### config.mk
export PLATFORM = sky130hd
export DESIGN_NAME = multi_ctrl_fork_fifo
export DESIGN_NICKNAME = d
export VERILOG_FILES = /design/src/rtl/multi_ctrl_fork_fifo_pkg.sv /design/src/rtl/multi_ctrl_fifo_mem.sv /design/src/rtl/multi_ctrl_fork_fifo.sv
export SDC_FILE = /design/constraint.sdc
export NUM_CORES = 1
export LEC_CHECK = 0
export ABC_CLOCK_PERIOD_IN_PS = 58900
export CAP_MARGIN = 20
export CORE_UTILIZATION = 50
export CTS_CLUSTER_DIAMETER = 30
export CTS_CLUSTER_SIZE = 10
export DETAILED_ROUTE_END_ITERATION = 8
export GPL_TIMING_DRIVEN = 0
export PLACE_DENSITY = 0.72
export SLEW_MARGIN = 30
export SYNTH_ARGS = -nofsm -noshare
export SYNTH_HDL_FRONTEND = slang
export SYNTH_SLANG_ARGS = --single-unit
### constraint.sdc
create_clock -name clk -period 58.9 [get_ports clk]
set_clock_uncertainty 0.15 [all_clocks]
set_input_delay 11.78 -clock clk [delete_from_list [all_inputs] [get_ports clk]]
set_output_delay 11.78 -clock clk [all_outputs]
set_load 0.005 [all_outputs]
### src/rtl/multi_ctrl_fork_fifo_pkg.sv
// Shared definitions for the two-lane fork FIFO feeding the multi-control pipe.
package multi_ctrl_fork_fifo_pkg;

  // Number of downstream consumer lanes sharing the data bus.
  localparam int NLANE = 2;

  // One bit per lane; bit0 = lane 0, bit1 = lane 1.
  typedef logic [NLANE-1:0] lane_mask_t;

  // The occupancy counter has one extra bit so that full and empty differ.
  function automatic int cnt_width(input int depth);
    return $clog2(depth) + 1;
  endfunction

endpackage

### src/rtl/multi_ctrl_fifo_mem.sv
// Register array for the fork FIFO: one synchronous write port and one
// asynchronous read port. The contents are never reset.
module multi_ctrl_fifo_mem #(
  parameter int ENTRY_W = 258,
  parameter int DEPTH   = 4,
  parameter int AW      = $clog2(DEPTH)
) (
  input  logic               clk,
  input  logic               we,
  input  logic [AW-1:0]      waddr,
  input  logic [ENTRY_W-1:0] wdata,
  input  logic [AW-1:0]      raddr,
  output logic [ENTRY_W-1:0] rdata
);

  logic [ENTRY_W-1:0] mem [DEPTH];

  // Write the addressed entry on a push.
  always_ff @(posedge clk) begin
    if (we) mem[waddr] <= wdata;
  end

  // The head entry is visible without a clock of latency.
  always_comb begin
    rdata = mem[raddr];
  end

endmodule

### src/rtl/multi_ctrl_fork_fifo.sv
// Fork FIFO: buffers masked beats and offers each head entry to both lanes.
// The entry retires once every lane named in its mask has taken it.
//
// Handshake rules (upstream and both downstream lanes): a beat transfers on a
// rising edge where valid and ready are both high. A valid, once raised, holds
// with stable data until it transfers; ready may change freely. Upstream ready
// depends combinationally on downstream ready (a pop frees a slot for a push
// in the same cycle).
module multi_ctrl_fork_fifo
  import multi_ctrl_fork_fifo_pkg::*;
#(
  parameter int DATA_W = 256,
  parameter int DEPTH  = 4,
  parameter int CNT_W  = cnt_width(DEPTH)
) (
  input  logic              clk,
  input  logic              rst,
  input  logic              s_valid,
  input  logic [1:0]        s_mask,
  input  logic [DATA_W-1:0] s_data,
  output logic              s_ready,
  output logic [1:0]        b_valid_out,
  output logic [DATA_W-1:0] b_data_out,
  input  logic [1:0]        b_ready_in,
  output logic [CNT_W-1:0]  level
);

  localparam int PTR_W   = $clog2(DEPTH);
  localparam int ENTRY_W = DATA_W + NLANE;

  logic [PTR_W-1:0]   wr_ptr;
  logic [PTR_W-1:0]   rd_ptr;
  logic [CNT_W-1:0]   count;
  lane_mask_t         served;

  logic [ENTRY_W-1:0] head_entry;
  lane_mask_t         head_mask;
  lane_mask_t         fire;
  lane_mask_t         done;
  logic               not_empty;
  logic               full;
  logic               push;
  logic               pop;

  multi_ctrl_fifo_mem #(
    .ENTRY_W (ENTRY_W),
    .DEPTH   (DEPTH),
    .AW      (PTR_W)
  ) u_mem (
    .clk   (clk),
    .we    (push),
    .waddr (wr_ptr),
    .wdata ({s_mask, s_data}),
    .raddr (rd_ptr),
    .rdata (head_entry)
  );

  // Head presentation, per-lane fire, retire decision and upstream ready.
  // A lane that already took the head is masked off via served; lanes not in
  // the head mask count as done from the start.
  always_comb begin
    head_mask   = head_entry[ENTRY_W-1 -: NLANE];
    b_data_out  = head_entry[DATA_W-1:0];
    not_empty   = (count != '0);
    full        = (count == CNT_W'(DEPTH));
    b_valid_out = not_empty ? (head_mask & ~served) : 2'b00;
    fire        = b_valid_out & b_ready_in;
    done        = served | fire | ~head_mask;
    pop         = not_empty & (done == 2'b11);
    s_ready     = ~full | pop;
    push        = s_valid & s_ready & (s_mask != 2'b00);
    level       = count;
  end

  // Pointers, occupancy and per-lane served flags. A zero-mask beat
  // handshakes upstream but never reaches storage.
  always_ff @(posedge clk or posedge rst) begin
    if (rst) begin
      wr_ptr <= '0;
      rd_ptr <= '0;
      count  <= '0;
      served <= '0;
    end else begin
      if (push) wr_ptr <= wr_ptr + PTR_W'(1);
      if (pop)  rd_ptr <= rd_ptr + PTR_W'(1);
      case ({push, pop})
        2'b10:   count <= count + CNT_W'(1);
        2'b01:   count <= count - CNT_W'(1);
        default: count <= count;
      endcase
      if (pop) served <= '0;
      else     served <= served | fire;
    end
  end

endmodule

### After elaboration in Yosys (flattened, before gate mapping)

Memories as Yosys holds them, arrays and structs flattened.
Index checks and enable logic that the tools add are counted.

| storage, ports and cells | value |
|---|---|
| register bits | 9 |
| RAM bits | 1032 |
| bits of input ports | 263 |
| output and inout port bits | 262 |
| word-level logic and storage cells | 32 |
| memories | 1 |

| operators by class | value |
|---|---|
| add/subtract/negate cells | 4 |
| equal/unequal tests | 4 |
| mux-type cells | 5 |
| bitwise logic cells | 11 |
| reduce and logical (&&, ||, !) cells | 3 |

Memories:

| memory | words | bits a word | rd ports | clocked after Yosys merged registers in | write ports | RTL line | source |
|---|---|---|---|---|---|---|---|
| u_mem.mem | 4 | 258 | 1 | 0 | 1 | multi_ctrl_fifo_mem.sv:16 | `logic [ENTRY_W-1:0] mem [DEPTH];` |

Operators by type and width:

| operator | count |
|---|---|
| 3-bit one-hot mux with 2 select lines | 1 |
| 2-bit by 1-bit adder with 2-bit output, second input constant | 2 |
| 2-bit AND | 2 |
| 2-bit equality test, second input constant | 2 |
| 2-bit 2-to-1 mux | 2 |
| 2-bit inverter | 2 |
| 2-bit OR | 2 |
| 2-bit nonzero test | 2 |
| 3-bit by 1-bit adder with 3-bit output, second input constant | 1 |
| 1-bit AND | 3 |
| 3-bit equality test, second input constant | 1 |
| 3-bit nonzero test | 1 |
| 3-bit by 1-bit subtractor with 3-bit output, second input constant | 1 |
| 2-bit by 1-bit equality test with 1-bit output, second input constant | 1 |
| 1-bit 2-to-1 mux | 2 |
| 1-bit inverter | 1 |
| 1-bit OR | 1 |

### Logic depth before layout (Yosys ltp)

Gate-level depths: netlist of the first run.

| logic depth | value |
|---|---|
| depth after elaboration | 13 |
| gate-level depth with buffers | 11 |
| depth with buffers taken out | 10 |

### Modules after synthesis

A second synthesis of the first run with hierarchy kept.

| unflattened totals | value |
|---|---|
| cell total of the unflattened synthesis | 1397 |
| area, all modules | 38197.9 um2 |

By module, submodules not included:

| module | times used | cells an instance | area an instance (um2) | seq. area each (um2) |
|---|---|---|---|---|
| multi_ctrl_fifo_mem | 1 | 1352 | 37713.7 | 30989.7 |
| multi_ctrl_fork_fifo | 1 | 45 | 484.2 | 225.2 |

### Least setup slack after synthesis of the first run

Ideal clock, no wire load.

| timing path | value |
|---|---|
| path kind | input to register |
| from | in b_ready_in[1] |
| to | mem u_mem.mem[0][0] (enable) |
| setup time | 1.246 ns |
| data arrival time | 30.820 ns |
| data required time | 57.504 ns |
| path slack | 26.684 ns |
| stages | 4 |
| buffers on the path | 0 |
| path through | nor3_1 > a22oi_2 > a21oi_2 > nor3b_1 |

| on the way | value |
|---|---|
| word-level cells in the longest chain between the ends | 10 |

RTL lines:

| element | RTL line | source |
|---|---|---|
| start: declaration | multi_ctrl_fork_fifo.sv:24 | `input logic [1:0] b_ready_in,` |
| 2-bit AND | multi_ctrl_fork_fifo.sv:67 | `fire = b_valid_out & b_ready_in;` |
| 2-bit OR (2 in series) | multi_ctrl_fork_fifo.sv:68 | `done = served \| fire \| ~head_mask;` |
| 2-bit equality test | multi_ctrl_fork_fifo.sv:69 | `pop = not_empty & (done == 2'b11);` |
| 1-bit AND | multi_ctrl_fork_fifo.sv:69 |  |
| 1-bit OR | multi_ctrl_fork_fifo.sv:70 | `s_ready = ~full \| pop;` |
| 1-bit AND (2 in series) | multi_ctrl_fork_fifo.sv:71 | `push = s_valid & s_ready & (s_mask != 2'b00);` |
| 1-bit 2-to-1 mux | multi_ctrl_fifo_mem.sv:20 | `if (we) mem[waddr] <= wdata;` |
| 1-bit 2-to-1 mux (implied by the code) | multi_ctrl_fifo_mem.sv:20 |  |
| end: declaration | multi_ctrl_fifo_mem.sv:16 |  |

Every way passes these cells.

### Worst setup path after layout of the first run

| timing path | value |
|---|---|
| from | in b_ready_in[0] |
| to | out s_ready |

| on the way | value |
|---|---|
| word-level cells in the longest chain between the ends | 6 |

RTL lines:

| element | RTL line | source |
|---|---|---|
| 2-bit AND | multi_ctrl_fork_fifo.sv:67 |  |
| 2-bit OR (2 in series) | multi_ctrl_fork_fifo.sv:68 |  |
| 2-bit equality test | multi_ctrl_fork_fifo.sv:69 |  |
| 1-bit AND | multi_ctrl_fork_fifo.sv:69 |  |
| 1-bit OR | multi_ctrl_fork_fifo.sv:70 |  |
| end: declaration | multi_ctrl_fork_fifo.sv:21 | `output logic s_ready,` |

Every way passes these cells.

==> impl_results.md, run 1 <==
* Status: finished, final reports clean
* DP HPWL at 59,400 µm
* Area Overhead vs Synth at 36.9%
* CTS tree: done
* GPL Wtd Cong at 0.750
* Post-route clock period utilization at 0.436
* DR pass1 iterations at 6
* Max-Cap Viols at 0
* Max Fclk at 0.0390 GHz
* Ys async rst share at 0.00865
* CORE AREA at 0.0747 mm²
* Post-cts sizing count at 0
* Simple-Gate Fraction of Synth Area at 0.00350
* Startpoint Class: input pin
* Post-route ant nets at 0
* Hold-fix buffers, CTS at 0
* Total track usage at 0.230
* Unique masters post-synth at 39
* Setup TNS Final at 0 ns
* Drt initial violations at 1,186
* Nets at 2,567
* Fillcell total at 4,389
* Avg Inst Size Synth at 26.6 µm²
* Crit path kind: input pin to output port
* Grt total ovfl at 0
* Routed WL per cell at 25.4 µm
* Final hold viol count at 0
* Worst Path Required at 46.97 ns
* Post-synth EDFFs at 1,032
* Crit path DAT at 13.74 ns
* Pwr/cell area at 53.6 mW/mm²
* Tmin final at 25.67 ns
* Clock Tree Buf Depth at 3
* Starting Density at 0.507
* Initial antenna violation count at 20
* CP endpoint kind: output port
* CTS root buffer: clkbuf_16
* Post-synthesis cell count at 1,427
* Postcts setup bufs at 0
* Sink Count at 1,041
* Setup Viol. Count Final at 0
* Leakage at 0.0175 µW
* Horiz. Die Dim at 277 µm
* Yosys warnings at 0
* Vias at 18,800
* Synth Net Count at 1,696
* Worst slew pin tran at 0.815 ns
* Worst slew margin at 0.453
* Largest family of logic cells by synthesized area: multiplexers
* Largest net degree at the start of global routing at 17
* Port Buf Inserts at 524
* Final instance area at 0.0518 mm²
* Total Die Area at 0.0769 mm²
* Drc violations at 0
* Site Rows at 100
* Critical path fanouts, max at 5
* Clock slew at reported path FFs at 0.04 ns
* Vias in the first global route at 20,400
* Post-synthesis compound-gate area fraction at 0.00476
* First-pass GRT wire length at 129,000 µm
* Die H at 277 µm
* DRT Wirelength at 87,000 µm
* Layout Utilization at 0.694
* Mux cell area share after synthesis at 0.154
* Total CTS buffers at 176
* Register area share after synthesis at 0.824
* Vias per cell at 5.48
* Adder-cell share of the synthesized area at 0.00218
* Tot Pwr at 2780 µW
* RSZ-0062 raised after global routing: false
* XOR/XNOR share of the synthesized area at 0.000925
* Layout cells sized above 1 at 0.318
* Placed instance area at 0.0457 mm²
* IR Drop Worst-Case VDD at 53.3 µV
* Mapped Area at 0.0379 mm²
* Post-synthesis register bit count at 1,041
* Final Max Slew Viols at 0
* Class of the worst hold path: flip-flop to flip-flop
* H-tree Lvls at 4
* Reg2Reg Setup Slack at 55.10 ns
* IO Pins at 525
* Clock Latency Late Sink at 0.72 ns
* Ys flop type: edfxtp_1
-- critical path, stage by stage --
cell and delay [ns]:
clkdlybuf4s50_1 0.47, or3b_1 0.39, a2bb2oi_2 0.18, a21oi_2 0.32, inv_1 0.09, clkdlybuf4s50_1 0.51
-- cell usage in the layout, fill, tap and decap left out, types with 5 or more instances in the layout --
cell type	count
bufinv_16	27
a21oi_1	5
mux4_2	256
clkinv_2	35
clkbuf_16	178
clkinv_4	7
dfrtp_1	9
clkinvlp_4	15
clkinv_1	25
clkdlybuf4s50_1	524
buf_2	27
edfxtp_1	1032
ha_1	5
diode_2	14
clkbuf_1	20
inv_1	11
inv_6	10
buf_6	26
buf_4	170
-- worst paths after layout --
kind,start,end,depth (start not counted)
setup / recovery,b_ready_in[0],s_ready,6
hold / removal,u_mem.mem[1][256]$_DFFE_PP_,rd_ptr[1]$_DFFE_PP0P_,2
setup reg to reg,rd_ptr[1]$_DFFE_PP0P_,u_mem.mem[3][47]$_DFFE_PP_,12
hold reg to reg,u_mem.mem[1][256]$_DFFE_PP_,rd_ptr[1]$_DFFE_PP0P_,2
max in group asynchronous,rst,rd_ptr[0]$_DFFE_PP0P_,2
min in group asynchronous,rst,level[2]$_DFFE_PP0P_,2
-- layout make-up --
type | instances | area, µm² | area share
buffer | 60 | 367 | 0.00707
sequential | 1041 | 31200 | 0.602
inverter | 11 | 41.3 | 0.000796
clock buffer | 194 | 4510 | 0.0871
tap | 969 | 1210 | 0.0234
timing repair buffer | 693 | 6610 | 0.127
antenna | 14 | 35.0 | 0.000676
clock inverter | 129 | 1570 | 0.0303
multi-input combinational | 315 | 6290 | 0.121
-- synth_stat cells (2+ instances only) --
cell       count  area, µm²
a21oi_1        5       25.0
mux2_4         2       30.0
xor2_1         3       26.3
dfrtp_1        9        225
o2111a_1       2       22.5
mux4_2       256       5770
buf_4         26        195
mux2i_1        3       30.0
nor3b_1        6       45.0
o2111ai_1      2       17.5
nor2_1         2       7.51
ha_1           5       62.6
nor3_1         4       20.0
inv_1         11       41.3
clkbuf_1       6       22.5
o21ai_1        2       10.0
nand2_1        3       11.3
nand4_1        2       12.5
edfxtp_1    1032      31000
buf_2         27        135
-- cell families (layout without fill, tap and decap cells) --
kind of cell    after synthesis  after routing
xor+xnor                      4              4
simple gates                 22             22
buf+inv                      71           1087
compound gates               21             21
fa+ha+maj                     6              6
mux                         262            262
flops                      1041           1041
other cells                   0             14
-- metal layers --
metal	routed length (µm)	track usage
met5	62	0
met2	45000	0.386
met4	2700	0.0964
met1	32500	0.273
met3	6790	0.0754
-- power breakdown --
part           switching [µW]  internal [µW]
clock                     350            674
combinational             349            436
sequential               26.5            942
total                     725           2050
-- metrics by stage --
step | std cells | setup slack [ns] | hold WS (ns)
2_1_floorplan | 1427 | 26.68 | 0.364
3_3_place_gp | 2920 | 10.54 | 0.394
3_5_place_dp | 3089 | 33.24 | 0.394
4_1_cts | 3412 | 33.22 | 0.409
5_1_grt | 3423 | 33.15 | 0.429
6_report | 3426 | 33.23 | 0.407
-- state kept, by name, indices dropped and copies added, names as in the netlist --
| name | count |
|---|---|
| rd_ptr | 2 |
| served | 2 |
| level | 3 |
| u_mem.mem | 1032 |
| wr_ptr | 2 |
Power figures use the tool's default switching activity.
==> run 2: changes to the inputs <==
--- a/config.mk
+++ b/config.mk
@@ -5,7 +5,7 @@
 export SDC_FILE = /design/constraint.sdc
 export NUM_CORES = 1
 export LEC_CHECK = 0
-export ABC_CLOCK_PERIOD_IN_PS = 58900
+export ABC_CLOCK_PERIOD_IN_PS = 25900
 export CAP_MARGIN = 20
 export CORE_UTILIZATION = 50
 export CTS_CLUSTER_DIAMETER = 30
==> constraint.sdc (replaced) <==
create_clock -name clk -period 25.9 [get_ports clk]
set_clock_uncertainty 0.15 [all_clocks]
set_input_delay 5.18 -clock clk [delete_from_list [all_inputs] [get_ports clk]]
set_output_delay 5.18 -clock clk [all_outputs]
set_load 0.005 [all_outputs]
==> results of run 2 <==
The final DEF is identical to that of run 1. Status: finished, final reports clean.
Among the figures that moved: setup slack after placement 33.24 ns -> 13.44 ns; setup slack after layout 33.23 ns -> 13.43 ns; register-to-register setup slack 55.10 ns -> 22.10 ns; total power 2780 µW -> 6320 µW; worst IR drop on VDD 53.3 µV -> 121 µV
==> run 3: changes to the inputs <==
--- a/config.mk
+++ b/config.mk
@@ -5,14 +5,14 @@
 export SDC_FILE = /design/constraint.sdc
 export NUM_CORES = 1
 export LEC_CHECK = 0
-export ABC_CLOCK_PERIOD_IN_PS = 25900
+export ABC_CLOCK_PERIOD_IN_PS = 10550
 export CAP_MARGIN = 20
-export CORE_UTILIZATION = 50
+export CORE_UTILIZATION = 49
 export CTS_CLUSTER_DIAMETER = 30
 export CTS_CLUSTER_SIZE = 10
 export DETAILED_ROUTE_END_ITERATION = 8
 export GPL_TIMING_DRIVEN = 0
-export PLACE_DENSITY = 0.72
+export PLACE_DENSITY = 0.74
 export SLEW_MARGIN = 30
 export SYNTH_ARGS = -nofsm -noshare
 export SYNTH_HDL_FRONTEND = slang
==> constraint.sdc (replaced) <==
create_clock -name clk -period 10.55 [get_ports clk]
set_clock_uncertainty 0.15 [all_clocks]
set_input_delay 2.11 -clock clk [delete_from_list [all_inputs] [get_ports clk]]
set_output_delay 2.11 -clock clk [all_outputs]
set_load 0.005 [all_outputs]
==> run 3 against run 2 <==
Via count decreased by 1.3%. Final cell count about the same. Register-to-register slack lost 16 ns. Die area rose by 2.0%. Combinational power is 150% higher. Non-clock buffer count down 56. Flip-flop and latch count unchanged. Worst hold slack improved by 0.0022 ns. Total power rose by 150%. Clock-buffer cell count increased by 10. Critical path depth stayed put. Global-route usage shrank 0.52 points. Critical path type unchanged. Largest cell class unchanged. Highest routed layer unchanged.
==> impl_results.md, run 3 (same netlist as run 1, synthesis figures left out) <==
* Horiz. Die Dim at 280 µm
* Postcts setup bufs at 0
* Startpoint Class: input pin
* Hold slack at 0.409 ns
* First-pass GRT wire length at 128,000 µm
* Max-Cap Viols at 0
* Post-route clock period utilization at 0.624
* Fin cells at 3,424
* Largest net degree at the start of global routing at 17
* Sequential power share at 0.344
* Post-route ant nets at 0
* Final Max Slew Viols at 0
* IO Pins at 525
* Worst path slowest cell: clkdlybuf4s50_1
* Commonest non-fill, non-tap cells in the layout: 1,032 x edfxtp_1, 524 x clkdlybuf4s50_1, 256 x mux4_2
* Internal cell power at 11,700 µW
* Layout cells sized above 1 at 0.297
* Hold-fix buffers, CTS at 0
* Status: finished, final reports clean
* CP most frequent cell: clkdlybuf4s50_1
* Most flops, register: u_mem.mem
* Sink Count at 1,041
* Final hold viol count at 0
* Worst Path Required at 8.29 ns
* CORE AREA at 0.0762 mm²
* Nets at 2,510
* Crit path DAT at 4.32 ns
* Worst slew pin tran at 0.948 ns
* Pwr/cell area at 302 mW/mm²
* Crit-path max cell delay at 0.57 ns
* Routed WL per cell at 25.6 µm
* Crit path kind: input pin to output port
* CTS root buffer: clkbuf_16
* H-tree Lvls at 4
* Clock slew at reported path FFs at 0.05 ns
* Clock Tree Buf Depth at 3
* Worst path cell trace: clkdlybuf4s50_1, or3b_1, a2bb2oi_2, a21oi_2, inv_1, clkdlybuf4s50_1
* Setup TNS Final at 0 ns
* Vias at 18,500
* IR Drop Worst-Case VDD at 231 µV
* Port Buf Inserts at 524
* DP HPWL at 57,600 µm
* Vias in the first global route at 20,400
* RSZ-0062 raised after global routing: false
* Post-cts sizing count at 0
* Sw Pwr at 4060 µW
* CTS tree: done
* Drc violations at 0
* Tot Pwr at 15,700 µW
* Leakage at 0.0174 µW
* Area Overhead vs Synth at 37.6%
* Tmin final at 6.58 ns
* Total Die Area at 0.0784 mm²
* Logic pwr share at 0.280
* Total track usage at 0.224
* Initial antenna violation count at 21
* Max reg flops at 1,032
* Total CTS buffers at 175
* Layout Utilization at 0.684
* Worst slew margin at 0.368
* Drt initial violations at 1,095
* DRT Wirelength at 87,700 µm
* Commonest non-fill, non-tap cell in the layout: edfxtp_1
* CP endpoint kind: output port
* DP Cell Count at 3,094
* Max Fclk at 0.152 GHz
* Class of the worst hold path: flip-flop to flip-flop
* Clk pwr share at 0.376
* Starting Density at 0.497
* Sw Ratio at 0.258
* Critical path fanouts, max at 5
* Site Rows at 101
* GPL Wtd Cong at 0.741
* Grt total ovfl at 0
* Die H at 280 µm
* Setup Viol. Count Final at 0
* DR pass1 iterations at 5
* Vias per cell at 5.41
* Clock Latency Late Sink at 0.73 ns
run 3: cell types whose count changed in the layout (fill, tap and decap cells not counted), moves of 3 or more:
| cell | change |
|---|---|
| buf_4 | -144 |
| bufinv_16 | +8 |
| clkinv_2 | -16 |
| inv_6 | -3 |
| clkinvlp_4 | -3 |
| clkbuf_1 | +10 |
| nor3b_2 | -4 |
| clkinv_1 | -3 |
| nor3b_4 | +4 |
| buf_6 | +60 |
| buf_8 | +28 |
run 3: worst paths after layout:
check	end	cells past startpoint	startpoint	slack [ns]
worst max-delay path	s_ready	6	b_ready_in[0]	3.97
worst max register to register	u_mem.mem[0][145]$_DFFE_PP_	14	rd_ptr[1]$_DFFE_PP0P_	6.54
worst min-delay path	rd_ptr[1]$_DFFE_PP0P_	2	u_mem.mem[1][256]$_DFFE_PP_	0.41
worst min register to register	rd_ptr[1]$_DFFE_PP0P_	2	u_mem.mem[1][256]$_DFFE_PP_	0.41
max in group asynchronous	served[0]$_DFF_PP0_	2	rst	8.45
min in group asynchronous	level[0]$_DFFE_PP0P_	2	rst	1.51
run 3: power by group through the flow:
stage | logic [µW] | clock network, µW | registers, µW
CTS | 4480 | 6000 | 5420
global placement | 4130 | 0 | 5900
detailed placement | 4410 | 0 | 5480
floorplan | 2050 | 0 | 5670
global route | 4660 | 6180 | 5450
finish | 4400 | 5920 | 5420
run 3: area by class of cell:
| cell class | instances | area, µm² |
|---|---|---|
| clock inverter | 112 | 1670 |
| buffer | 60 | 365 |
| fill | 4513 | 24100 |
| inverter | 11 | 41.3 |
| multi-input combinational | 315 | 6320 |
| clock buffer | 204 | 4560 |
| timing repair buffer | 637 | 6620 |
| tap | 1030 | 1290 |
| antenna | 14 | 35.0 |
| sequential | 1041 | 31200 |
run 3: critical path, delay by kind of cell:
family / cells / cell delay (ns)
buf+inv: 3 / 1.14
simple gates: 1 / 0.39
compound gates: 2 / 0.67
run 3: per-layer routing:
metal,wire [µm],up-vias,part of all wire,global-route usage
met3,7140,163,0.081,0.0780
met2,46300,706,0.53,0.385
met4,2530,14,0.029,0.0880
li1,-,7931,-,-
met1,31600,9705,0.36,0.258
met5,92,-,0.0010,0
run 3: through the flow:
stage / area, µm² / setup slack (ns)
final: 52100 / 3.97
after global routing: 52100 / 3.84
after CTS: 52100 / 3.95
after detailed placement: 45800 / 3.97
after global placement: 44400 / -11.37
after floorplan: 37900 / -2.85
